`config.mk`:
```
export PLATFORM = sky130hd
export DESIGN_NAME = fetch_buf_stage
export DESIGN_NICKNAME = d
export VERILOG_FILES = /design/src/rtl/fetch_pkg.sv /design/src/rtl/fetch_ibuf_fifo.sv /design/src/rtl/fetch_buf_stage.sv
export SDC_FILE = /design/constraint.sdc
export NUM_CORES = 1
export LEC_CHECK = 0
export ABC_AREA = 1
export ABC_CLOCK_PERIOD_IN_PS = 4800
export CAP_MARGIN = 10
export CORE_MARGIN = 5
export CORE_UTILIZATION = 49
export DETAILED_ROUTE_END_ITERATION = 6
export HOLD_SLACK_MARGIN = 0.1
export PLACE_DENSITY = 0.77
export SLEW_MARGIN = 25
export SYNTH_ARGS = -nofsm -noshare
export SYNTH_HDL_FRONTEND = slang
export SYNTH_HIERARCHICAL = 1
export SYNTH_SLANG_ARGS = --single-unit
```
`constraint.sdc`:
```
create_clock -name clk -period 4.8 [get_ports clk]
set_input_delay 1.44 -clock clk [delete_from_list [all_inputs] [get_ports clk]]
set_output_delay 1.44 -clock clk [all_outputs]
set_load 0.01 [all_outputs]
```
`src/rtl/fetch_pkg.sv`:
```
// Shared definitions for the fetch stage: decode-bus layout and default reset pc.
package fetch_pkg;
  localparam int          F2D_BUS_W    = 65;
  localparam logic [31:0] RESET_PC_DEF = 32'h1c00_0000;
  localparam int          BUS_PC_LSB   = 0;
  localparam int          BUS_INST_LSB = 32;
  localparam int          BUS_ADEF_BIT = 64;

  typedef struct packed {
    logic        adef;
    logic [31:0] inst;
    logic [31:0] pc;
  } f2d_bus_t;
endpackage

```
`src/rtl/fetch_ibuf_fifo.sv`:
```
// Parametrised synchronous FIFO; head is read straight from storage, so a push
// becomes visible the cycle after it is written. flush beats push and pop.
module fetch_ibuf_fifo #(
  parameter  int WIDTH = 32,
  parameter  int DEPTH = 4,
  localparam int PW    = (DEPTH > 1) ? $clog2(DEPTH) : 1,
  localparam int CW    = $clog2(DEPTH + 1)
) (
  input  logic             clk,
  input  logic             resetn,
  input  logic             flush,
  input  logic             push,
  input  logic [WIDTH-1:0] wdata,
  input  logic             pop,
  output logic [WIDTH-1:0] rdata,
  output logic [CW-1:0]    count
);
  logic [WIDTH-1:0] mem_q [DEPTH];
  logic [PW-1:0]    wptr_q, wptr_d, rptr_q, rptr_d;
  logic [CW-1:0]    cnt_q, cnt_d;
  logic             empty, full, do_push, do_pop;

  // Explicit wrap so non power-of-two depths (pc queue) also work.
  function automatic logic [PW-1:0] nxt(input logic [PW-1:0] p);
    return (int'(p) == DEPTH - 1) ? '0 : p + 1'b1;
  endfunction

  assign empty   = (cnt_q == '0);
  assign full    = (int'(cnt_q) == DEPTH);
  assign do_pop  = pop && !empty;
  assign do_push = push && (!full || do_pop);

  always_comb begin
    wptr_d = wptr_q;
    rptr_d = rptr_q;
    cnt_d  = cnt_q;
    if (flush) begin
      wptr_d = '0;
      rptr_d = '0;
      cnt_d  = '0;
    end else begin
      if (do_push) wptr_d = nxt(wptr_q);
      if (do_pop)  rptr_d = nxt(rptr_q);
      cnt_d = cnt_q + CW'(do_push) - CW'(do_pop);
    end
  end

  always_ff @(posedge clk or negedge resetn) begin
    if (!resetn) begin
      wptr_q <= '0;
      rptr_q <= '0;
      cnt_q  <= '0;
    end else begin
      wptr_q <= wptr_d;
      rptr_q <= rptr_d;
      cnt_q  <= cnt_d;
    end
  end

  always_ff @(posedge clk) begin
    if (do_push && !flush) mem_q[wptr_q] <= wdata;
  end

  assign rdata = mem_q[rptr_q];
  assign count = cnt_q;
endmodule

```
`src/rtl/fetch_buf_stage.sv`:
```
// Decoupled instruction fetch: issues sram reads ahead into an instruction buffer.
// FETCH_ADEF_CHECK_EN: misaligned fetch_pc raises adef instead of fetching.
module fetch_buf_stage import fetch_pkg::*; #(
  parameter int          IBUF_DEPTH      = 4,
  parameter int          MAX_OUTSTANDING = 2,
  parameter logic [31:0] RESET_PC        = RESET_PC_DEF
) (
  input  logic                 clk,
  input  logic                 resetn,
  output logic                 inst_sram_req,
  output logic                 inst_sram_wr,
  output logic [1:0]           inst_sram_size,
  output logic [3:0]           inst_sram_wstrb,
  output logic [31:0]          inst_sram_wdata,
  output logic [31:0]          inst_sram_addr,
  input  logic                 inst_sram_addr_ok,
  input  logic                 inst_sram_data_ok,
  input  logic [31:0]          inst_sram_rdata,
  input  logic                 ds_allowin,
  input  logic                 br_taken,
  input  logic [31:0]          br_target,
  input  logic                 wb_ex,
  input  logic [31:0]          ex_entry,
  input  logic                 ertn_flush,
  input  logic [31:0]          ertn_entry,
  output logic                 fs_to_ds_valid,
  output logic [F2D_BUS_W-1:0] fs_to_ds_bus
);
  localparam int IW = $clog2(IBUF_DEPTH + 1);
  localparam int QW = $clog2(MAX_OUTSTANDING + 1);

  logic [31:0]   fetch_pc_q, fetch_pc_d, redirect_pc;
  logic [2:0]    outst_q, outst_d, discard_q, discard_d;
  logic          halt_q, halt_d;
  logic          redirect, adef_pc, accept, resp_valid, resp_keep, adef_push;
  logic [IW-1:0] ibuf_cnt;
  logic [QW-1:0] pcq_cnt;
  logic [31:0]   pcq_head;
  f2d_bus_t      ibuf_wdata, ibuf_head;

  always_comb begin
    redirect    = wb_ex | ertn_flush | br_taken;
    redirect_pc = br_target;
    if (wb_ex)           redirect_pc = ex_entry;
    else if (ertn_flush) redirect_pc = ertn_entry;
  end

`ifdef FETCH_ADEF_CHECK_EN
  assign adef_pc        = (fetch_pc_q[1:0] != 2'b00);
  assign inst_sram_addr = fetch_pc_q;
`else
  assign adef_pc        = 1'b0;
  assign inst_sram_addr = {fetch_pc_q[31:2], 2'b00};
`endif

  // Free slots must cover every in-flight response, so a late data_ok always has room.
  assign inst_sram_req = resetn && !redirect && !halt_q && !adef_pc
                       && (int'(outst_q) < MAX_OUTSTANDING)
                       && ((IBUF_DEPTH - int'(ibuf_cnt)) > int'(outst_q));
  assign accept     = inst_sram_req && inst_sram_addr_ok;
  assign resp_valid = inst_sram_data_ok && (outst_q != '0);
  assign resp_keep  = resp_valid && (discard_q == '0) && !redirect && (pcq_cnt != '0);
  assign adef_push  = adef_pc && !halt_q && !redirect && (outst_q == '0)
                    && (int'(ibuf_cnt) < IBUF_DEPTH);

  always_comb begin
    ibuf_wdata = '{adef: 1'b0, inst: inst_sram_rdata, pc: pcq_head};
    if (adef_push) ibuf_wdata = '{adef: 1'b1, inst: 32'h0, pc: fetch_pc_q};
  end

  always_comb begin
    outst_d    = outst_q + 3'(accept) - 3'(resp_valid);
    discard_d  = discard_q;
    halt_d     = halt_q;
    fetch_pc_d = fetch_pc_q;
    if (redirect) begin
      // Everything still in flight after this cycle belongs to the old path.
      discard_d  = outst_d;
      halt_d     = 1'b0;
      fetch_pc_d = redirect_pc;
    end else begin
      if (resp_valid && discard_q != '0) discard_d = discard_q - 3'd1;
      if (adef_push) halt_d = 1'b1;
      if (accept)    fetch_pc_d = fetch_pc_q + 32'd4;
    end
  end

  always_ff @(posedge clk or negedge resetn) begin
    if (!resetn) begin
      fetch_pc_q <= RESET_PC;
      outst_q    <= '0;
      discard_q  <= '0;
      halt_q     <= 1'b0;
    end else begin
      fetch_pc_q <= fetch_pc_d;
      outst_q    <= outst_d;
      discard_q  <= discard_d;
      halt_q     <= halt_d;
    end
  end

  fetch_ibuf_fifo #(.WIDTH(32), .DEPTH(MAX_OUTSTANDING)) u_pc_queue (
    .clk    (clk),
    .resetn (resetn),
    .flush  (redirect),
    .push   (accept),
    .wdata  (fetch_pc_q),
    .pop    (resp_keep),
    .rdata  (pcq_head),
    .count  (pcq_cnt)
  );

  fetch_ibuf_fifo #(.WIDTH(F2D_BUS_W), .DEPTH(IBUF_DEPTH)) u_ibuf (
    .clk    (clk),
    .resetn (resetn),
    .flush  (redirect),
    .push   (resp_keep || adef_push),
    .wdata  (ibuf_wdata),
    .pop    (fs_to_ds_valid && ds_allowin),
    .rdata  (ibuf_head),
    .count  (ibuf_cnt)
  );

  assign fs_to_ds_valid  = (ibuf_cnt != '0);
  assign fs_to_ds_bus    = fs_to_ds_valid ? ibuf_head : '0;
  assign inst_sram_wr    = 1'b0;
  assign inst_sram_size  = 2'b10;
  assign inst_sram_wstrb = 4'h0;
  assign inst_sram_wdata = 32'h0;
endmodule

```
* After elaboration in Yosys (flattened, before gate mapping)
Memories as Yosys holds them, arrays and structs flattened. Index checks and enable logic that the tools add are counted.
Storage, ports and cells: input bits 136, bits in registers 49, output and inout port bits 138, word-level logic and storage cells 93, latch bits 0, bits in read-only memories 0, memories kept 2, memory bits (writable) 320
Cells by class: order comparisons 2, multiplexer cells 25, multiply operators 0, reduce and logical (&&, ||, !) cells 36, bitwise operators 2, equal/unequal tests 4, add/subtract/negate cells 13, shift-type cells 0, div/mod/pow operators 0
Memory list:
- u_ibuf.mem_q | words 4, bits a word 64, read ports 1, clocked after Yosys merged registers in 0, write ports 1, RTL line fetch_ibuf_fifo.sv:18 | logic [WIDTH-1:0] mem_q [DEPTH];
- u_pc_queue.mem_q | words 2, bits a word 32, read ports 1, clocked after Yosys merged registers in 0, write ports 1, RTL line fetch_ibuf_fifo.sv:18
Operators by type and width (count):
- $mux 32 | 4
- $mux 65 | 1
- $add 32x3->32 const B | 1
- $logic_and 1x1->1 | 16
- $mux 2 | 7
- $reduce_bool 2->1 | 7
- $mux 1 | 10
- $mux 3 | 3
- $reduce_bool 3->1 | 3
- $add 3x1->3 | 2
- $logic_not 3->1 | 2
- $sub 3x1->3 | 2
- $logic_not 1->1 | 5
- $add 2x1->2 const B | 2
- $eq 2x1->1 const B | 2
- $gt 4x4->1 | 1
- $sub 3x3->4 const A | 1
- $eq 3x3->1 const B | 1
- $lt 3x2->1 const B | 1
- $sub 3x1->3 const B | 1
- $add 1x1->1 const B | 2
- $add 2x1->2 | 1
- $eq 2x2->1 const B | 1
- $logic_not 2->1 | 1
- other kinds (3) | 5

* Longest topological paths before layout
Gate-level depths: netlist of the first run.
word-level depth 11, depth in mapped cells 19, depth with buffers taken out 18

* By module
The synthesis of the first run kept the hierarchy.
Modules (own cells, without submodules):
- fetch_ibuf_fifo (u_ibuf) | cells each 691, area an instance 10441.3 µm², seq. area each 7982.7 µm², times used 1
- fetch_buf_stage | cells each 811, area an instance 4628.2 µm², seq. area each 954.7 µm², times used 1
- fetch_ibuf_fifo (u_pc_queue) | cells each 204, area an instance 2636.3 µm², seq. area each 2021.9 µm², times used 1

* Worst setup path after synthesis of the first run
No wires, ideal clock.
path kind input to register, start input port ertn_flush, end memory u_ibuf/mem_q[0][0] (netlist name), enable pin, stages on the path 7, library setup time 489 ps, required time 4311 ps, arrival 5928 ps, path buffers 2, path slack -1617 ps, cell sequence buf_2 > inv_4 > nand2_2 > buf_1 > nor4b_1 > nand3_1 > nor2_1
Between the ends: cells in the longest elaborated chain, start to end 9
Ends and longest elaborated chain:
- start: declaration | RTL line fetch_buf_stage.sv:24 | input logic ertn_flush,
- $or 1x1->1 (2 in series) | RTL line fetch_buf_stage.sv:42 | redirect = wb_ex | ertn_flush | br_taken;
- net redirect | RTL line fetch_buf_stage.sv:35 | logic redirect, adef_pc, accept, resp_valid, resp_keep, adef_push;
- $logic_not 1->1 | RTL line fetch_buf_stage.sv:62 | assign resp_keep = resp_valid && (discard_q == '0) && !redirect && (pcq_cnt != '0);
- $logic_and 1x1->1 (2 in series) | RTL line fetch_buf_stage.sv:62
- net resp_keep | RTL line fetch_buf_stage.sv:35
- $logic_and 1x1->1 | RTL line fetch_ibuf_fifo.sv:31 | assign do_push = push && (!full || do_pop);
- $logic_and 1x1->1 | RTL line fetch_ibuf_fifo.sv:61 | if (do_push && !flush) mem_q[wptr_q] <= wdata;
- $mux 1 | RTL line fetch_ibuf_fifo.sv:61
- $mux 1 (not written as such) | RTL line fetch_ibuf_fifo.sv:61
- end: declaration | RTL line fetch_ibuf_fifo.sv:18
The timed path passes the listed nets, and every way through them passes these cells.

==> results of run 1 <==
[final cells by class]
type	instances	share of cell area
tap	461	0.0272
timing repair buffer	263	0.125
clock inverter	13	0.00549
clock buffer	50	0.0470
sequential	373	0.518
multi-input combinational	1078	0.251
inverter	145	0.0263
[synth_stat cells (2+ instances only)]
library cell  instances
a21oi_1              55
a21oi_2               3
a31oi_1               4
buf_1                 2
buf_12                3
buf_2                27
buf_4                77
buf_6                12
buf_8                 2
clkbuf_1             29
clkinv_1              2
conb_1                2
dfrtp_1              46
dfstp_2               3
edfxtp_1            324
fa_1                  2
ha_1                 19
inv_1               138
inv_2                 2
inv_4                 2
nand2_1             306
nand2_2              12
nand3_1              46
nand4_1              11
nor2_1              267
nor2_2               10
nor2_4               21
o211ai_1              8
o21ai_0             142
o21ai_1              36
o21ai_2               5
o21bai_1              2
o22ai_1              48
o22ai_2              20
o31ai_1               5
or2_2                 3
[registers in the layout, indices dropped and copies added, names as in the netlist]
register           cells
u_ibuf/mem_q         260
u_pc_queue/mem_q      64
fetch_pc_q            32
discard_q              3
outst_q                3
u_ibuf/count           3
u_ibuf/rptr_q          2
u_ibuf/wptr_q          2
u_pc_queue/count       2
u_pc_queue/rptr_q      1
u_pc_queue/wptr_q      1
[worst reg2reg max path: cells and delay by family (launching register included)]
| kind | cells | cell delay (ns) |
|---|---|---|
| compound gates | 1 | 0.07 |
| xor+xnor | 1 | 0.22 |
| fa+ha+maj | 6 | 1.75 |
| buf+inv | 3 | 0.18 |
| flops | 1 | 0.43 |
| simple gates | 7 | 0.81 |
[routing by layer]
metal | up-vias | part of all wire | track usage
li1 | 6044 | - | -
met1 | 5865 | 0.42 | 0.269
met2 | 436 | 0.49 | 0.347
met3 | 63 | 0.069 | 0.0388
met4 | 0 | 0.025 | 0.0558
met5 | - | 0 | 0
[kinds of logic after synthesis]
kind of cell | synth area share
other | 0.000424
AOI/OAI and AO/OA | 0.109
adders and majority gates | 0.0157
buffers and inverters | 0.0913
xor gates and xnor gates | 0.000495
and+or+nand+nor | 0.164
DFF | 0.619
[power by group]
part / switching (W) / leakage, nW / internal (W)
Sequential: 0.000102 / 3.50 / 0.00358
Clock: 0.00111 / 0.544 / 0.00156
Combinational: 0.000341 / 3.93 / 0.000292
[worst max path at each step]
stage | slack (ns) | depth (start not counted) | from | to
2_1_floorplan | -0.62 | 7 | ertn_flush | u_ibuf/mem_q[3][0]$_DFFE_PP_
3_3_place_gp | 0.35 | 7 | wb_ex | inst_sram_req
3_5_place_dp | 0.36 | 7 | br_taken | inst_sram_req
4_1_cts | 0.18 | 7 | u_ibuf/rptr_q[0]$_DFFE_PN0P_ | fs_to_ds_bus[13]
5_1_grt | 0.02 | 7 | u_ibuf/rptr_q[0]$_DFFE_PN0P_ | fs_to_ds_bus[43]
6_report | 0.20 | 7 | u_ibuf/rptr_q[0]$_DFFE_PN0P_ | fs_to_ds_bus[64]
[metrics by stage]
| stage | hold WS [ns] | setup WS [ns] | total power (W) |
|---|---|---|---|
| floorplan | 0.442 | -0.618 | 0.00411 |
| global placement | 0.462 | 0.354 | 0.00436 |
| detailed placement | 0.477 | 0.360 | 0.00438 |
| CTS | 0.503 | 0.184 | 0.00704 |
| global route | 0.512 | 0.0193 | 0.00726 |
| finish | 0.496 | 0.199 | 0.00699 |
==> flow_summary.ini, run 1 <==
[run_status]
run_status = finished, final reports clean

[timing]
slew_headroom = 0.472
finalClockSkew_ns = 0.0197
setup-violations-final = 0
worst-slew-pin-transition_ns = 0.791
finalMaxSlewViolations = 0
period_share = 0.959
hold_violations = 0
clock.fmax_mhz = 217
setup_tns_ns = 0
finalCriticalPeriod_ns = 4.60
grt_setup_unrepaired = false

[finish]
multi_input_area_um2 = 5330
syn_to_final_growth_pct = 19.7
layout.area.seq_um2 = 11000
layout_commonest_cell = edfxtp_1
utilization = 0.594
layout_common_cells = 324 x edfxtp_1, 306 x nand2_1, 262 x nor2_1, 231 x clkdlybuf4s50_1, 142 x o21ai_0
nNetsFinal = 2055
instances_no_fill = 2383
fin_area_um2 = 21200
num-fill-cells = 2914
antennaDiodeCount = 0
drive_gt1_frac = 0.0895

[place]
dp.final_hpwl_um = 28300
placement.io_buffers = 232
place.gp.congestion = 0.868
dp_cells = 2320
placed_area_um2 = 20100

[critical_path]
crit_arrival_ns = 3.16
worst-path-max-fanout = 38
r2r_slack_ns = 1.27
critical_path_class = reg2out
worstPathCellList = inv_4 -> buf_4 -> o21ai_0 -> o22ai_1 -> inv_1 -> nor2_1 -> clkdlybuf4s50_1
r2r-start = u_ibuf/count[0]$_DFF_PN0_
reg2reg_depth = 18
endpoint_kind = primary output
r2r_end = discard_q[2]$_DFFE_PN0P_
max_stage_delay_ns = 0.65
start_kind = flip-flop
crit_required_ns = 3.36
crit_buf_inv = 4
cp_top_family = buffers and inverters
worst_path_max_delay_cell = dfrtp_4

[drt]
drt_iter0_drc = 783
drt_first_pass_iters = 5
drt_wl_total_um = 41600
antenna_left = 0
vias = 12400
drcViolationCount = 0
viasPerCell = 5.21
wl_per_cell_um = 17.4

[global_routing]
grt_pass1_wl_um = 64700
grt_overflow = 0
grt_start_max_net_pins = 68
grt_pass1_vias = 12400
grt_use_total = 0.203
antenna_found_initial = 0

[clock_tree]
cts_hold_buf = 0
clock_latency_ns = 0.51
cts_inserted_buffers = 37
cts.clk_slew.worst_paths_ns = 0.06
cts_buffer_depth = 3
root_buffer = clkbuf_16
post_cts_resized = 0
cts_setup_buffers = 0
htree_levels = 2
cts.sinks = 373
cts_tree = built

[logic_synthesis]
synth_top_area_share = 0.550
syn_inst = 1706
ys.flop_type = edfxtp_1
synth_top_cell_by_area = edfxtp_1
syn_area_um2 = 17700
synth.top_cells.by_area = edfxtp_1 55%, dfrtp_1 6.5%, nand2_1 6.5%, nor2_1 5.7%, o21ai_0 4.0%
yosys_warnings = 6
synth_seq_area_share = 0.619
ys_types = 46
synth-seq-cells = 373
avgSynthCellArea_um2 = 10.4
synth-edff-count = 324
async_flop_share = 0.131

[run]
drv_cap = 0

[die]
chipWidth_um = 200
die_height_um = 200
ios = 274
rows = 69
dieArea_um2 = 40000
coreArea_um2 = 35700
start_util = 0.497

[power_and_ir_drop]
power_density_nw_per_um2 = 330
worst_ir_drop_vdd_uv = 185
leakage_nw = 7.98

[min_path]
whs_path_depth = 0
min_to = u_pc_queue/mem_q[0][0]$_DFFE_PP_
hold_start = fetch_pc_q[0]$_DFFE_PN0P_
min_path_type = reg2reg
(Power assumes the default switching activity.)
==> inputs of run 2 (changes only) <==
Settings changed: GPL_ROUTABILITY_DRIVEN from default to 1.
==> results of run 2 <==
Final layout, timing and power as in run 1 (identical DEF).
